[src/rtl/motor_pkg.sv]
// motor_pkg: shared state encoding and direction constants for motor_seq
package motor_pkg;
  typedef enum logic [2:0] {
    IDLE   = 3'd0,
    DEAD   = 3'd1,
    RUN_UP = 3'd2,
    RUN_DN = 3'd3,
    FAULT  = 3'd4
  } state_t;
  localparam logic DIR_UP = 1'b0;
  localparam logic DIR_DN = 1'b1;
endpackage

[src/rtl/motor_timer.sv]
// motor_timer: loadable down-counter shared by dead-time and travel timeout
module motor_timer #(
  parameter int CNT_W = 16
) (
  input  logic             clk,
  input  logic             rst_n,
  input  logic             load,
  input  logic             en,
  input  logic [CNT_W-1:0] load_val,
  output logic             zero
);
  logic [CNT_W-1:0] cnt;
  always_ff @(posedge clk)
    if (!rst_n) cnt <= '0;
    else if (load) cnt <= load_val;
    else if (en && cnt != '0) cnt <= cnt - CNT_W'(1);
  assign zero = cnt == '0;
endmodule

[src/rtl/motor_seq.sv]
// motor_seq: up/down motor sequencer with dead-time, auto-reverse and latched fault
module motor_seq
  import motor_pkg::*;
#(
  parameter int DEAD_TIME  = 8,
  parameter int TRAVEL_MAX = 50000,
  parameter int CNT_W      = 16
) (
  input  logic clk,
  input  logic rst_n,
  input  logic cmd_open,
  input  logic cmd_close,
  input  logic cmd_stop,
  input  logic up_limit,
  input  logic dn_limit,
  input  logic obstruct,
  output logic motor_up,
  output logic motor_dn,
  output logic busy,
  output logic fault
);
  state_t           state, nxt;
  logic             dir, dir_nxt;
  logic             up_d, dn_d, fault_d;
  logic             load, zero;
  logic [CNT_W-1:0] load_val;
  always_ff @(posedge clk)
    if (!rst_n) begin
      state    <= IDLE;
      dir      <= DIR_UP;
      motor_up <= 1'b0;
      motor_dn <= 1'b0;
      fault    <= 1'b0;
    end else begin
      state    <= nxt;
      dir      <= dir_nxt;
      motor_up <= up_d;
      motor_dn <= dn_d;
      fault    <= fault_d;
    end
  always_comb begin
    nxt     = state;
    dir_nxt = dir;
    if (state != FAULT && up_limit && dn_limit) nxt = FAULT;
    else
      case (state)
        IDLE:
          if (!cmd_stop && !(cmd_open && cmd_close)) begin
            if (cmd_open && !up_limit) begin
              nxt     = DEAD;
              dir_nxt = DIR_UP;
            end else if (cmd_close && !dn_limit) begin
              nxt     = DEAD;
              dir_nxt = DIR_DN;
            end
          end
        DEAD:
          if (cmd_stop) nxt = IDLE;
          else if (zero) nxt = dir == DIR_UP ? RUN_UP : RUN_DN;
        RUN_UP:
          if (cmd_stop || up_limit) nxt = IDLE;
          else if (zero) nxt = FAULT;
          else if (cmd_close) begin
            nxt     = DEAD;
            dir_nxt = DIR_DN;
          end
        RUN_DN:
          if (cmd_stop) nxt = IDLE;
          else if (obstruct) begin
            nxt     = DEAD;
            dir_nxt = DIR_UP;
          end else if (dn_limit) nxt = IDLE;
          else if (zero) nxt = FAULT;
          else if (cmd_open) begin
            nxt     = DEAD;
            dir_nxt = DIR_UP;
          end
        FAULT:
          if (cmd_stop && !(up_limit && dn_limit)) nxt = IDLE;
        default: nxt = IDLE;
      endcase
  end
  always_comb begin
    up_d     = nxt == RUN_UP;
    dn_d     = nxt == RUN_DN;
    fault_d  = nxt == FAULT;
    load     = nxt != state && (nxt == DEAD || nxt == RUN_UP || nxt == RUN_DN);
    load_val = nxt == DEAD ? CNT_W'(DEAD_TIME - 1) : CNT_W'(TRAVEL_MAX - 1);
  end
  assign busy = state == DEAD || state == RUN_UP || state == RUN_DN;
  motor_timer #(.CNT_W(CNT_W)) u_timer (
    .clk     (clk),
    .rst_n   (rst_n),
    .load    (load),
    .en      (busy),
    .load_val(load_val),
    .zero    (zero)
  );
endmodule
[config.mk]
export PLATFORM = sky130hd
export DESIGN_NAME = motor_seq
export DESIGN_NICKNAME = d
export VERILOG_FILES = /design/src/rtl/motor_pkg.sv /design/src/rtl/motor_timer.sv /design/src/rtl/motor_seq.sv
export SDC_FILE = /design/constraint.sdc
export NUM_CORES = 1
export LEC_CHECK = 0
export BUFFER_PORTS_ARGS = -buffer_cell sky130_fd_sc_hd__buf_2
export CELL_PAD_IN_SITES_DETAIL_PLACEMENT = 1
export CELL_PAD_IN_SITES_GLOBAL_PLACEMENT = 1
export CORE_ASPECT_RATIO = 1.75
export CORE_MARGIN = 1
export CORE_UTILIZATION = 29
export CTS_BUF_LIST = sky130_fd_sc_hd__clkbuf_4
export DETAILED_ROUTE_END_ITERATION = 8
export GPL_TIMING_DRIVEN = 1
export PLACE_DENSITY = 0.53
export SYNTH_ARGS = -nofsm -noshare
export SYNTH_HDL_FRONTEND = slang
export SYNTH_SLANG_ARGS = --single-unit
export TNS_END_PERCENT = 50
[constraint.sdc]
create_clock -name clk -period 2.6 [get_ports clk]
set_input_delay 0.39 -clock clk [delete_from_list [all_inputs] [get_ports clk]]
set_output_delay 0.39 -clock clk [all_outputs]
set_load 0.05 [all_outputs]
After elaboration in Yosys (flattened, before gate mapping) --
Index checks and enable logic that the tools add are counted. Widths: inputs -> output; s select.
Storage, ports and cells: bits in registers 23, input port bits 8, output and inout bits 4, word-level logic and storage cells 85
Operators by class: add/subtract/negate cells 1, equal/unequal tests 19, muxes and demuxes 32, bitwise operators 1, reduce and logical (&&, ||, !) cells 26
Operators with widths (number):
- $mux 16 | 3
- $mux 3 | 15
- $logic_not 16->1 | 1
- $reduce_bool 16->1 | 1
- $sub 16x1->16 const B | 1
- $ne 3x3->1 const B | 5
- $pmux 3 s5 | 1
- $eq 3x2->1 const B | 4
- $mux 1 | 12
- $reduce_and 11->1 | 1
- $logic_and 1x1->1 | 10
- $ne 2x2->1 const B | 5
- $eq 3x1->1 const B | 2
- $eq 3x3->1 const B | 2
- $logic_not 1->1 | 5
- $logic_or 1x1->1 | 5
- $logic_not 3->1 | 1
- $ne 3x3->1 | 1
- $pmux 1 s3 | 1
- $reduce_bool 3->1 | 1
- $reduce_bool 2->1 | 1
- $not 1->1 | 1

Longest topological paths before layout --
depth in word-level cells 12, gate-level depth with buffers 10, mapped depth without buffers 9

Hierarchy --
A second synthesis with hierarchy kept.
Second synthesis, totals: cells, all modules 176, area, all modules 1431.4 µm²
Modules (own cells, without submodules):
- motor_timer | instances 1, cells an instance 114, area an instance 922.1 µm², sequential area each 320.3 µm²
- motor_seq | instances 1, cells an instance 62, area an instance 509.2 µm², sequential area each 140.1 µm²

Worst setup path after synthesis --
Ideal clock, no wire load.
path type register to register, from reg u_timer.cnt[0], to reg u_timer.cnt[8], setup time 0.116 ns, arrival time 2.380 ns, required time 2.484 ns, path slack 0.104 ns, stages on the path, launching flop included 11, buffers on the path 1, period minus slack after synthesis 2.496 ns, path through dfxtp_1 -> inv_1 -> ha_1 -> or4b_1 -> or4_4 -> o21ai_4 -> nand2_2 -> o21ai_2 -> buf_2 -> nand2_1 -> o211a_1
On the way: word-level cells in the longest chain between the ends 12, elaborated cells on any way between the ends 25, those cells by class add/sub: 1; eq/ne: 4; mux: 13; reduce/logical: 7
RTL lines:
- start: declaration | line motor_timer.sv:12 | logic [CNT_W-1:0] cnt;
- start signal: assignment | line motor_timer.sv:15 | else if (load) cnt <= load_val;
- start signal: assignment | line motor_timer.sv:16 | else if (en && cnt != '0) cnt <= cnt - CNT_W'(1);
- $logic_not 16->1 | line motor_timer.sv:17 | assign zero = cnt == '0;
- $mux 3 | line motor_seq.sv:73 | else if (zero) nxt = FAULT;
- $mux 3 | line motor_seq.sv:72 | end else if (dn_limit) nxt = IDLE;
- $mux 3 | line motor_seq.sv:69 | else if (obstruct) begin
- $mux 3 | line motor_seq.sv:68 | if (cmd_stop) nxt = IDLE;
- $pmux 3 s5 | line motor_seq.sv:46 | case (state)
- $mux 3 | line motor_seq.sv:44 | if (state != FAULT && up_limit && dn_limit) nxt = FAULT;
- $eq 3x1->1 / $eq 3x2->1 (equally long branches) | line motor_seq.sv:87, motor_seq.sv:88
- $logic_or 1x1->1 (2 in a row) | line motor_seq.sv:87 | load = nxt != state && (nxt == DEAD || nxt == RUN_UP || nxt == RUN_DN);
- $logic_and 1x1->1 | line motor_seq.sv:87
- $mux 16 / $reduce_bool 2->1 (equally long branches)
Parallel ways exist; a longest one is shown, timed or not. The select of a mux whose other input is x is not followed. A chain may end at the register's enable or synchronous reset.

Worst setup path in the final report --
from reg u_timer.cnt[0], to reg u_timer.cnt[14]
The elaborated chain is that of the path after synthesis.

==> run summary <==
• 12 — top-level port count
• 186 — Cells after Synth
• 1 — number of H-tree levels
• 98.3 um — overall die height
• 0 — Yosys warning count
• 0 — number of endpoints with negative hold slack in the final report
• sky130_fd_sc_hd__dfxtp_1 — dominant synthesized flop cell
• 5 — crit-path max FO
• 0.285 mV — maximum VDD drop
• 2 — buffer depth of the longest clock path
• 0.00478 ns — worst setup skew after layout
• design-rule violations, negative setup slack — violations in the final reports
• finished, violations left — status
• 8.27 um2 — synthesized area per cell
• register — CP Launch Type
• simple AND/OR/NAND/NOR gates — CP delay by family, top
• 0 — async set-or-reset flop fraction in the synthesized netlist
• 0.195 — gr usage total
• 0.338 — fraction of layout cells with a size suffix above 1
• 53 — post-synth cell types
• 18.7 um — Routed wire per std cell
• 0 — number of enable-type register cells in the synthesized netlist
• -0.151 ns — pre-CTS setup slack
• 2.96 ns — Worst EP arrival
• 11 — number of buffers added on ports
• register — critical path endpoint category
• 0.791 nW — Leak Pwr
• -0.125 ns — final worst setup slack
• true — unrepaired setup endpoints after global routing
• 5.73 — vias per std cell
• 1540 um2 — synthesized cell area
• 1615 — total number of vias
• done — CTS tree
• sky130_fd_sc_hd__buf_4 — leading cell type in the layout, fill and taps excluded
• 463 um2 — Register Area
• inv_2, ha_4, or4b_4, or4_4, o21ai_4, nand2_4, buf_4, o31ai_2, a21oi_1, a211oi_1 — ordered list of cells on the worst path
• 239 — post-layout net count
• 598 — number of filler instances in the final layout
• 1710 — number of global-route vias before repair
• 0.367 GHz — Max Clock Freq
• 0.14 ns — clock transition at the registers of the reported paths
• 32.7% — area growth from synthesis to final layout
• 614 nW/um2 — power density over the cells
• sky130_fd_sc_hd__or4_4 — Slowest cell on crit path
• input pin to register — path type of the worst min-delay path
• 0.306 — Initial Utilization
• 2.84 ns — required time at the worst-slack endpoint
• register to register — critical path class
• 271 — cell count after placement
• 8.40 mm — first-pass GRT wire length
• 282 — number of cells in the finished layout apart from fillers
• 0 — max capacitance violation total
• 5610 um2 — Total Die Area
• 196 — net count of the mapped netlist
• 5.28 mm — Total Routed Length
• 16 — maximum number of pins on one net before global-route repair
• 0.572 ns — transition at the pin with the smallest max-transition slack
• 0.617 — Worst slew margin
• 1100 um2 — combined area of the multi-input logic cells
• 57.0 um — DIE WIDTH
• 34 — Rows
• sky130_fd_sc_hd__buf_4, sky130_fd_sc_hd__dfxtp_1, sky130_fd_sc_hd__nor2_1 — most frequent cells in the layout
• 6 — final setup vio count
• 0 — antenna violations before repair
• 23 — number of sinks handled by clock tree synthesis
• 0.54 ns — delay of the slowest cell on the worst path
• 4 — DRC violation count after routing
• 5020 um2 — floorplan core area
• sky130_fd_sc_hd__clkbuf_4 — clock tree root buffer cell
• 0 — total grt overflow
• 1.05 — part of the cycle the worst path needs
• 0 — Slew Viols, Final
• 0 — number of antenna diodes
• 0 — number of nets still failing antenna checks after routing
• 23 — flip-flop and latch count after synthesis
• 0.825 — RePlAce Congestion
• 0.32 ns — worst-skew pair later-pin latency
• 6 — TritonRoute pass-1 iters
• 2.72 ns — final worst path period need
• 2 — count of buffer and inverter cells on the critical path
• 3.97 mm — detailed placer's ending HPWL
• 0.299 — part of the Yosys area used for sequential elements
• 3 — TritonCTS buffer count
• 74 — number of violations reported at the end of detailed-routing iteration 0
-- power by group --
part | switching (W) | internal (W) | total (W)
clock network | 0.000119 | 0.0000705 | 0.000190
registers | 0.0000287 | 0.000389 | 0.000418
logic | 0.000348 | 0.000298 | 0.000646
-- state kept, by name, indices dropped and copies added (netlist names) --
signal and cells:
u_timer.cnt 16, state 3, dir 1, fault 1, motor_dn 1, motor_up 1
-- worst paths after layout --
path | from | endpoint | slack [ns] | depth (start not counted)
worst max-delay path | u_timer.cnt[0]$_SDFFE_PN0P_ | u_timer.cnt[14]$_SDFFE_PN0P_ | -0.12 | 10
worst min-delay path | rst_n | fault$_SDFF_PN0_ | 0.44 | 2
worst max register to register | u_timer.cnt[0]$_SDFFE_PN0P_ | u_timer.cnt[14]$_SDFFE_PN0P_ | -0.12 | 10
worst min register to register | dir$_SDFFE_PN0P_ | dir$_SDFFE_PN0P_ | 0.51 | 2
-- layer usage --
metal  GRT usage  up-vias  part of all wire
met5           0        -                 0
met4       0.118        0             0.048
met3      0.0132       14             0.018
met2       0.366       28              0.56
met1       0.204      783              0.37
li1            -      790                 -
-- synthesized netlist by cell type, types with 2 or more instances --
cell type / n / area (um2)
sky130_fd_sc_hd__a211oi_1: 7 / 52.6
sky130_fd_sc_hd__a21oi_1: 15 / 75.1
sky130_fd_sc_hd__a31oi_1: 2 / 12.5
sky130_fd_sc_hd__buf_6: 2 / 22.5
sky130_fd_sc_hd__clkbuf_1: 5 / 18.8
sky130_fd_sc_hd__dfxtp_1: 23 / 460
sky130_fd_sc_hd__ha_1: 2 / 25.0
sky130_fd_sc_hd__inv_1: 10 / 37.5
sky130_fd_sc_hd__mux2i_1: 4 / 40.0
sky130_fd_sc_hd__nand2_1: 11 / 41.3
sky130_fd_sc_hd__nand2b_1: 2 / 12.5
sky130_fd_sc_hd__nand3_1: 10 / 50.1
sky130_fd_sc_hd__nand3b_1: 4 / 30.0
sky130_fd_sc_hd__nand4_1: 4 / 25.0
sky130_fd_sc_hd__nor2_1: 15 / 56.3
sky130_fd_sc_hd__nor3_1: 8 / 40.0
sky130_fd_sc_hd__nor4_1: 5 / 31.3
sky130_fd_sc_hd__o211a_1: 2 / 20.0
sky130_fd_sc_hd__o211ai_1: 2 / 15.0
sky130_fd_sc_hd__o21a_1: 4 / 30.0
sky130_fd_sc_hd__o21ai_0: 7 / 35.0
sky130_fd_sc_hd__o2bb2ai_1: 3 / 26.3
sky130_fd_sc_hd__or3_1: 4 / 25.0
sky130_fd_sc_hd__or4_1: 2 / 15.0
sky130_fd_sc_hd__or4_4: 2 / 22.5
sky130_fd_sc_hd__xnor2_1: 3 / 26.3
sky130_fd_sc_hd__xor2_1: 2 / 17.5
-- stage by stage --
stage / hold slack, ns / instance area (um2) / power (W) / util / TNS, ns
after floorplan: 0.440 / 1540 / 0.000779 / - / 0
after global placement: 0.452 / 1840 / 0.000987 / 0.366 / -0.0998
after detailed placement: 0.487 / 1840 / 0.000999 / 0.366 / -0.498
after CTS: 0.437 / 1910 / 0.00121 / 0.380 / -0.181
after global routing: 0.444 / 2040 / 0.00134 / 0.407 / -1.77
final: 0.443 / 2040 / 0.00125 / 0.407 / -0.332
-- what timing repair did --
item,CTS,global route
buffers inserted,0,5
endpoints found under the hold margin,0,0
pin swaps,2,15
endpoints found under the setup margin,11,17
hold buffers,0,0
cloned,1,1
gates resized for setup,4,23
-- area by class of cell --
type | count | area share
Multi-Input combinational cell | 145 | 0.538
Sequential cell | 23 | 0.227
Timing Repair Buffer | 45 | 0.167
Tap cell | 54 | 0.0331
Inverter | 11 | 0.0202
Clock buffer | 4 | 0.0147
-- cell families (layout without fill, tap and decap cells) --
| group | Yosys count | in the layout | share of synthesized area |
|---|---|---|---|
| compound gates | 57 | 58 | 0.286 |
| xor+xnor | 5 | 5 | 0.0285 |
| fa+ha+maj | 2 | 2 | 0.0163 |
| buf+inv | 19 | 60 | 0.0570 |
| flops | 23 | 23 | 0.299 |
| mux | 4 | 4 | 0.0260 |
| simple gates | 76 | 76 | 0.286 |
No activity file was read; power rests on OpenSTA's default activity.
